[src/rtl/div_pkg.sv]
// Shared types and sizing helpers for the sequential restoring divider.
// Imported by the divider top so state encoding and counter sizing live in one place.
package div_pkg;

  typedef enum logic [1:0] {
    IDLE = 2'd0,
    WORK = 2'd1,
    DONE = 2'd2
  } div_state_t;

  // Iteration counter must hold LEN-1; LEN >= 2 keeps this at least one bit wide.
  function automatic int cnt_width(input int len);
    return $clog2(len);
  endfunction

endpackage

[src/rtl/div_step.sv]
// One restoring-division iteration: shift in the next dividend bit, trial-subtract,
// and restore when the trial goes negative.
module div_step #(
  parameter int LEN = 32
) (
  input  logic [LEN-1:0] rem,
  input  logic           quo_msb,
  input  logic [LEN-1:0] divisor,
  output logic [LEN-1:0] rem_next,
  output logic           quo_bit
);

  logic [LEN:0] shifted;
  logic [LEN:0] trial;

  assign shifted = {rem, quo_msb};
  assign trial   = shifted - {1'b0, divisor};

  // A clear sign bit means the divisor fit; otherwise keep the shifted value.
  // When restoring, shifted < divisor, so its top bit is always zero.
  assign quo_bit  = ~trial[LEN];
  assign rem_next = quo_bit ? trial[LEN-1:0] : shifted[LEN-1:0];

endmodule

[src/rtl/seq_divider.sv]
// Sequential restoring unsigned divider: one quotient bit per clock, LEN iterations,
// start/finish handshake shared with the shift-add multiplier.
module seq_divider
  import div_pkg::*;
#(
  parameter int LEN = 32
) (
  input  logic           clk,
  input  logic           rst_n,
  input  logic [LEN-1:0] dividend,
  input  logic [LEN-1:0] divisor,
  input  logic           start,
  output logic [LEN-1:0] quotient,
  output logic [LEN-1:0] remainder,
  output logic           finish,
  output logic           busy,
  output logic           div_by_zero
);

  localparam int CNT_W = cnt_width(LEN);

  div_state_t       state_reg;
  div_state_t       state_next;
  logic [CNT_W-1:0] counter_reg;
  logic [LEN-1:0]   divisor_reg;
  logic [LEN-1:0]   rem_reg;
  logic [LEN-1:0]   quo_reg;
  logic [LEN-1:0]   quotient_reg;
  logic [LEN-1:0]   remainder_reg;
  logic             dz_reg;

  logic [LEN-1:0]   rem_step;
  logic             quo_bit;
  logic [LEN-1:0]   quo_shift;
  logic             accept;
  logic             last_step;

  div_step #(
    .LEN (LEN)
  ) u_step (
    .rem      (rem_reg),
    .quo_msb  (quo_reg[LEN-1]),
    .divisor  (divisor_reg),
    .rem_next (rem_step),
    .quo_bit  (quo_bit)
  );

  assign quo_shift = {quo_reg[LEN-2:0], quo_bit};
  assign accept    = (state_reg == IDLE) && start;
  assign last_step = (state_reg == WORK) && (counter_reg == '0);

  always_ff @(posedge clk or negedge rst_n) begin
    if (!rst_n) begin
      state_reg <= IDLE;
    end else begin
      state_reg <= state_next;
    end
  end

  always_comb begin
    state_next = state_reg;
    case (state_reg)
      IDLE:    if (start) state_next = WORK;
      WORK:    if (counter_reg == '0) state_next = DONE;
      DONE:    state_next = IDLE;
      default: state_next = IDLE;
    endcase
  end

  // Working registers: quo_reg doubles as the dividend shift source, its MSB
  // feeding the remainder while quotient bits enter at the LSB.
  always_ff @(posedge clk or negedge rst_n) begin
    if (!rst_n) begin
      counter_reg   <= '0;
      divisor_reg   <= '0;
      rem_reg       <= '0;
      quo_reg       <= '0;
      dz_reg        <= 1'b0;
      quotient_reg  <= '0;
      remainder_reg <= '0;
    end else if (accept) begin
      counter_reg <= CNT_W'(LEN - 1);
      divisor_reg <= divisor;
      rem_reg     <= '0;
      quo_reg     <= dividend;
      dz_reg      <= (divisor == '0);
    end else if (state_reg == WORK) begin
      rem_reg     <= rem_step;
      quo_reg     <= quo_shift;
      counter_reg <= counter_reg - CNT_W'(1);
      if (last_step) begin
        quotient_reg  <= quo_shift;
        remainder_reg <= rem_step;
      end
    end
  end

  assign quotient    = quotient_reg;
  assign remainder   = remainder_reg;
  assign finish      = (state_reg == DONE);
  assign busy        = (state_reg != IDLE);
  assign div_by_zero = finish & dz_reg;

endmodule

[config.mk]
export PLATFORM = sky130hd
export DESIGN_NAME = seq_divider
export DESIGN_NICKNAME = d
export VERILOG_FILES = /design/src/rtl/div_pkg.sv /design/src/rtl/div_step.sv /design/src/rtl/seq_divider.sv
export SDC_FILE = /design/constraint.sdc
export NUM_CORES = 1
export LEC_CHECK = 0
export ABC_CLOCK_PERIOD_IN_PS = 5700
export CAP_MARGIN = 20
export CORE_MARGIN = 4
export CORE_UTILIZATION = 40
export DETAILED_ROUTE_END_ITERATION = 10
export GPL_TIMING_DRIVEN = 0
export MAX_ROUTING_LAYER = met4
export PLACE_DENSITY = 0.7
export SKIP_CTS_REPAIR_TIMING = 1
export SYNTH_ARGS = -nofsm -noshare
export SYNTH_HDL_FRONTEND = slang
export SYNTH_SLANG_ARGS = --single-unit
[constraint.sdc]
create_clock -name clk -period 5.7 [get_ports clk]
set_input_delay 1.14 -clock clk [delete_from_list [all_inputs] [get_ports clk]]
set_output_delay 1.14 -clock clk [all_outputs]
set_load 0.005 [all_outputs]
[Word-level counts from Yosys, hierarchy flattened]
Cells that the tools add are included.
Storage, ports and cells
  register bits after elaboration: 168
  word-level logic and storage cells: 36
Cells by class
  eq/ne operators: 4
  bitwise gates (word level): 3
  muxes and demuxes: 10
  $add $sub $neg: 2
  reduce and logical (&&, ||, !) cells: 9
Operators with widths (number)
  $mux 32: 5
  $sub 33x32->33: 1
  $logic_not 32->1: 1
  $mux 5: 2
  $logic_not 5->1: 1
  $sub 5x1->5 const B: 1
  $mux 2: 2
  $ne 2x2->1 const B: 2
  $pmux 2 s2: 1
  $reduce_bool 2->1: 2
  $reduce_and 3->1: 1
  $eq 2x1->1 const B: 1
  $eq 2x2->1 const B: 1
  $logic_and 1x1->1: 2
  $logic_not 2->1: 1
  $not 1->1: 2
  $reduce_and 2->1: 1
  $and 1x1->1: 1

[Logic depth before layout (Yosys ltp)]
  depth after elaboration: 4
  depth in mapped cells: 13
  depth with buffers taken out: 11

[Hierarchy]
A second synthesis with hierarchy kept.
Second synthesis, totals
  cell total of the unflattened synthesis: 909
  area, all modules: 9078.7 um^2
Modules (own cells, without submodules)
  seq_divider: area an instance 6761.5 um^2, cells each 600, times used 1
  div_step: area an instance 2317.2 um^2, cells each 309, times used 1

[Worst setup path before layout]
Ideal clock, no wire load.
  kind: register to register
  start point: reg divisor_reg[0]
  end point: reg remainder_reg[10], in the netlist remainder[10]
  cell stages (with the launch flop): 13
  data required time: 5.570 ns
  data arrival time: 2.772 ns
  buffers on the path: 2
  slack: 2.798 ns
  cell sequence: dfrtp_1 > ha_1 > fa_1 > nor2b_1 > o2111ai_1 > a211oi_2 > nor3_2 > o2111a_1 > or3_1 > buf_6 > buf_6 > mux2i_1 > o21ai_1
On the way
  word-level cells in the longest chain between the ends: 2
RTL lines
  start, declared: RTL line seq_divider.sv:25  | logic [LEN-1:0] divisor_reg;
  start signal, assigned: RTL line seq_divider.sv:83  | divisor_reg <= divisor;
  $sub 33x32->33: RTL line div_step.sv:17  | assign trial = shifted - {1'b0, divisor};
  $mux 32: RTL line div_step.sv:22  | assign rem_next = quo_bit ? trial[LEN-1:0] : shifted[LEN-1:0];
  end signal, assigned: RTL line seq_divider.sv:93  | remainder_reg <= rem_step;
  end, declared: RTL line seq_divider.sv:29  | logic [LEN-1:0] remainder_reg;
Every way passes these cells.
A chain may end at the register's enable or synchronous reset.

[Worst setup path in the final report]
  start point: reg rem_reg[18]
  end point: reg rem_reg[31]
On the way
  word-level cells in the longest chain between the ends: 4
RTL lines
  start, declared: RTL line seq_divider.sv:26  | logic [LEN-1:0] rem_reg;
  start signal, assigned: RTL line seq_divider.sv:88  | rem_reg <= rem_step;
  $sub 33x32->33: RTL line div_step.sv:17
  $mux 32: RTL line div_step.sv:22
  $mux 32: RTL line seq_divider.sv:87  | end else if (state_reg == WORK) begin
  $mux 32: RTL line seq_divider.sv:81  | end else if (accept) begin
Every way passes these cells. The select of a mux whose other input is x is not followed.

==> results.sh <==
export IMPL_outcome="finished, final reports clean"
export IMPL_yosys_warnings=0
export IMPL_synthArstFlopShare_pct=100.0
export IMPL_layout_common_cells="nand2_1 (252), dfrtp_1 (168), clkdlybuf4s50_1 (132), o21ai_0 (58), o21ai_1 (49)"
export IMPL_hold_path_depth=2
export IMPL_clk_path_buf_depth=2
export IMPL_final_common_cell="nand2_1"
export IMPL_die_area_um2=24540
export IMPL_ioPinCount=134
export IMPL_cts_root_buf="clkbuf_16"
export IMPL_hold_start="quotient[27]"
export IMPL_clkLatencyLatePin_ps=430
export IMPL_max_slew_margin_rel_pct=49.79
export IMPL_reg2reg_setup_slack_ps=2320
export IMPL_fin_crit_sh_pct=59.35
export IMPL_end_kind="flop"
export IMPL_required_ps=6050
export IMPL_fmax_mhz=295.6
export IMPL_reg2regPathDepth=10
export IMPL_synth_ff_type="dfrtp_1"
export IMPL_synth_avg_cell_area_um2=8.838
export IMPL_yosysSeqAreaShare_pct=47.57
export IMPL_start_util_pct=40.63
export IMPL_r2r_start="rem_reg[18]"
export IMPL_min_to="quotient[27]"
export IMPL_worst_setup_path_type="flop to flop"
export IMPL_cpMostUsedCell="nor3_1"
export IMPL_synth_edff_count=0
export IMPL_r2r_end="rem_reg[31]"
export IMPL_timing_final_crit_period_ps=3383
export IMPL_drtAntennaViolNets=0
export IMPL_synthTopCellsByArea="dfrtp_1 (48%), nand2_1 (11%), ha_1 (4.8%)"
export IMPL_grt_antenna_before_repair=0
export IMPL_rsz0062_at_grt="false"
export IMPL_synth_largest_area_cell="dfrtp_1"
export IMPL_cp_buffers_inverters=1
export IMPL_diodes=0
export IMPL_drive_gt1_share_pct=5.403
export IMPL_final_setup_viol_count=0
export IMPL_maxCapViolCount=0
export IMPL_finalClockSkew_ps=9.236
export IMPL_crit_path_max_fanout=10
export IMPL_routed_wl_um=25770
export IMPL_max_stage_delay_ps=490
export IMPL_whs_ps=473.1
export IMPL_yosys_area_top_type_share_pct=47.57
export IMPL_io_buffers=133
export IMPL_critPathLaunchType="flop"
export IMPL_grt_ovfl_total=0
export IMPL_grt_pass1_wl_um=42250
export IMPL_cts_sinks=168
export IMPL_area_growth_pct=26.30
export IMPL_gp_congestion=0.9176
export IMPL_path_cells="ha_1 -> a21oi_1 -> o21ai_0 -> a211o_1 -> nor3_2 -> nor3_1 -> nor3_1 -> buf_2 -> nand2_1 -> a31oi_1"
export IMPL_drv_slew=0
export IMPL_cts_made_buffers=17
export IMPL_peakVddDrop_v=0.0003292
export IMPL_row_count=54
export IMPL_grt_usage_pct=22.19
export IMPL_core_area_um2=21760
export IMPL_grt_pass1_vias=8082
export IMPL_mappedNetlistNets=1102
export IMPL_htreeDepth=4
export IMPL_dpl_hpwl_um=18980
export IMPL_setup_tns_ps=0
export IMPL_die_w_um=156.6
export IMPL_avgRoutedWirePerCell_um=17.82
export IMPL_p_total_w=0.007542
export IMPL_arrival_ps=3740
export IMPL_via_per_inst=5.383
export IMPL_powerDensity_nw_per_um2=675.6
export IMPL_leakagePower_nw=4.986
export IMPL_drtIter0Drc=486
export IMPL_syn_cell_area_um2=8838
export IMPL_yosysUniqueCellTypes=65
export IMPL_worst_path_max_delay_cell="dfrtp_1"
export IMPL_cpLargestDelayFamily="simple AND/OR/NAND/NOR gates"
export IMPL_die_y_um=156.6
export IMPL_hold_viol=0
export IMPL_worst_slew_pin_slew_ps=753.2
export IMPL_synth_seq_cells=168
export IMPL_vias=7784
export IMPL_grt_max_degree=120
export IMPL_synthCells=1000
export IMPL_final_nets=1255
export IMPL_tritoncts="yes"
export IMPL_holdCritPathClass="flop to flop"
export IMPL_drc=0
export IMPL_clkTransAtPathRegs_ps=70
export IMPL_dr_pass1_iters=5
layer usage:
metal / track usage (%) / part of all wire (%) / vias up
met5: - / 0 / -
met2: 34.87 / 47 / 219
met1: 28.70 / 45 / 3753
li1: - / - / 3778
met4: 6.033 / 1.6 / 0
met3: 5.642 / 6.5 / 34
power by group:
| group | internal (W) | switching, W |
|---|---|---|
| logic | 0.00177 | 0.00263 |
| clock network | 0.000667 | 0.000544 |
| registers | 0.00164 | 0.000282 |
kinds of logic after synthesis:
kind of cell               share of synthesized area, %
buffers and inverters                             5.124
DFF                                               47.57
adders and majority gates                         5.040
xor gates and xnor gates                          2.576
and+or+nand+nor                                   19.44
AOI/OAI and AO/OA                                 17.24
muxes                                             3.015
synth_stat cells (2+ instances only):
library cell / n
nand4_2: 2
a31oi_1: 15
mux2i_1: 24
o31ai_1: 5
o21a_1: 4
a21o_1: 13
and4_1: 2
nor2b_1: 6
a22oi_1: 31
inv_1: 43
nand2_1: 252
and3_1: 6
a311oi_1: 2
xor2_1: 14
o21bai_1: 5
buf_1: 4
o2111ai_1: 4
nor2_1: 20
clkbuf_1: 42
nor3_1: 12
xnor2_1: 12
nand2b_1: 5
buf_6: 4
nand3_1: 39
o21ai_0: 58
nand3b_1: 3
and2_1: 4
a21oi_1: 37
ha_1: 34
nor4b_1: 2
nand4_1: 12
o22ai_1: 3
dfrtp_1: 168
a211oi_1: 2
o21ai_1: 49
o211ai_1: 6
or3_1: 2
or2_2: 4
buf_2: 14
nor4_1: 11
worst min-delay path, delay by kind of cell (launching register included):
kind	cells	cell delay, ps
flops	1	340
simple gates	2	100
how the worst max path moves through the flow:
stage | start | to | slack (ps) | cells past startpoint
finish | rem_reg[18] | rem_reg[31] | 2320 | 10
global route | divisor_reg[0] | remainder[20] | 2190 | 12
CTS | rem_reg[18] | remainder[20] | 2350 | 11
detailed placement | start | divisor_reg[17] | 2020 | 7
global placement | rst_n | quotient[8] | -3490 | 1
floorplan | divisor_reg[0] | remainder[10] | 2800 | 12
metrics by stage:
step / cell area (µm²) / setup slack [ps] / std cells / utilization (%)
after floorplan: 8838 / 2798 / 1000 / -
after global placement: 10520 / -3487 / 1413 / 48.36
after detailed placement: 10550 / 2021 / 1414 / 48.50
after CTS: 11160 / 2348 / 1446 / 51.31
after global routing: 11160 / 2191 / 1446 / 51.31
final: 11160 / 2317 / 1446 / 51.31
final cells by class:
class / count / area, µm²
Buffer: 64 / 287.8
Clock buffer: 17 / 425.4
Clock inverter: 15 / 185.2
Fill cell: 2091 / 10590
Inverter: 44 / 165.2
Multi-Input combinational cell: 724 / 4182
Sequential cell: 168 / 4204
Tap cell: 280 / 350.3
Timing Repair Buffer: 134 / 1364
No activity file was read; power rests on OpenSTA's default activity.
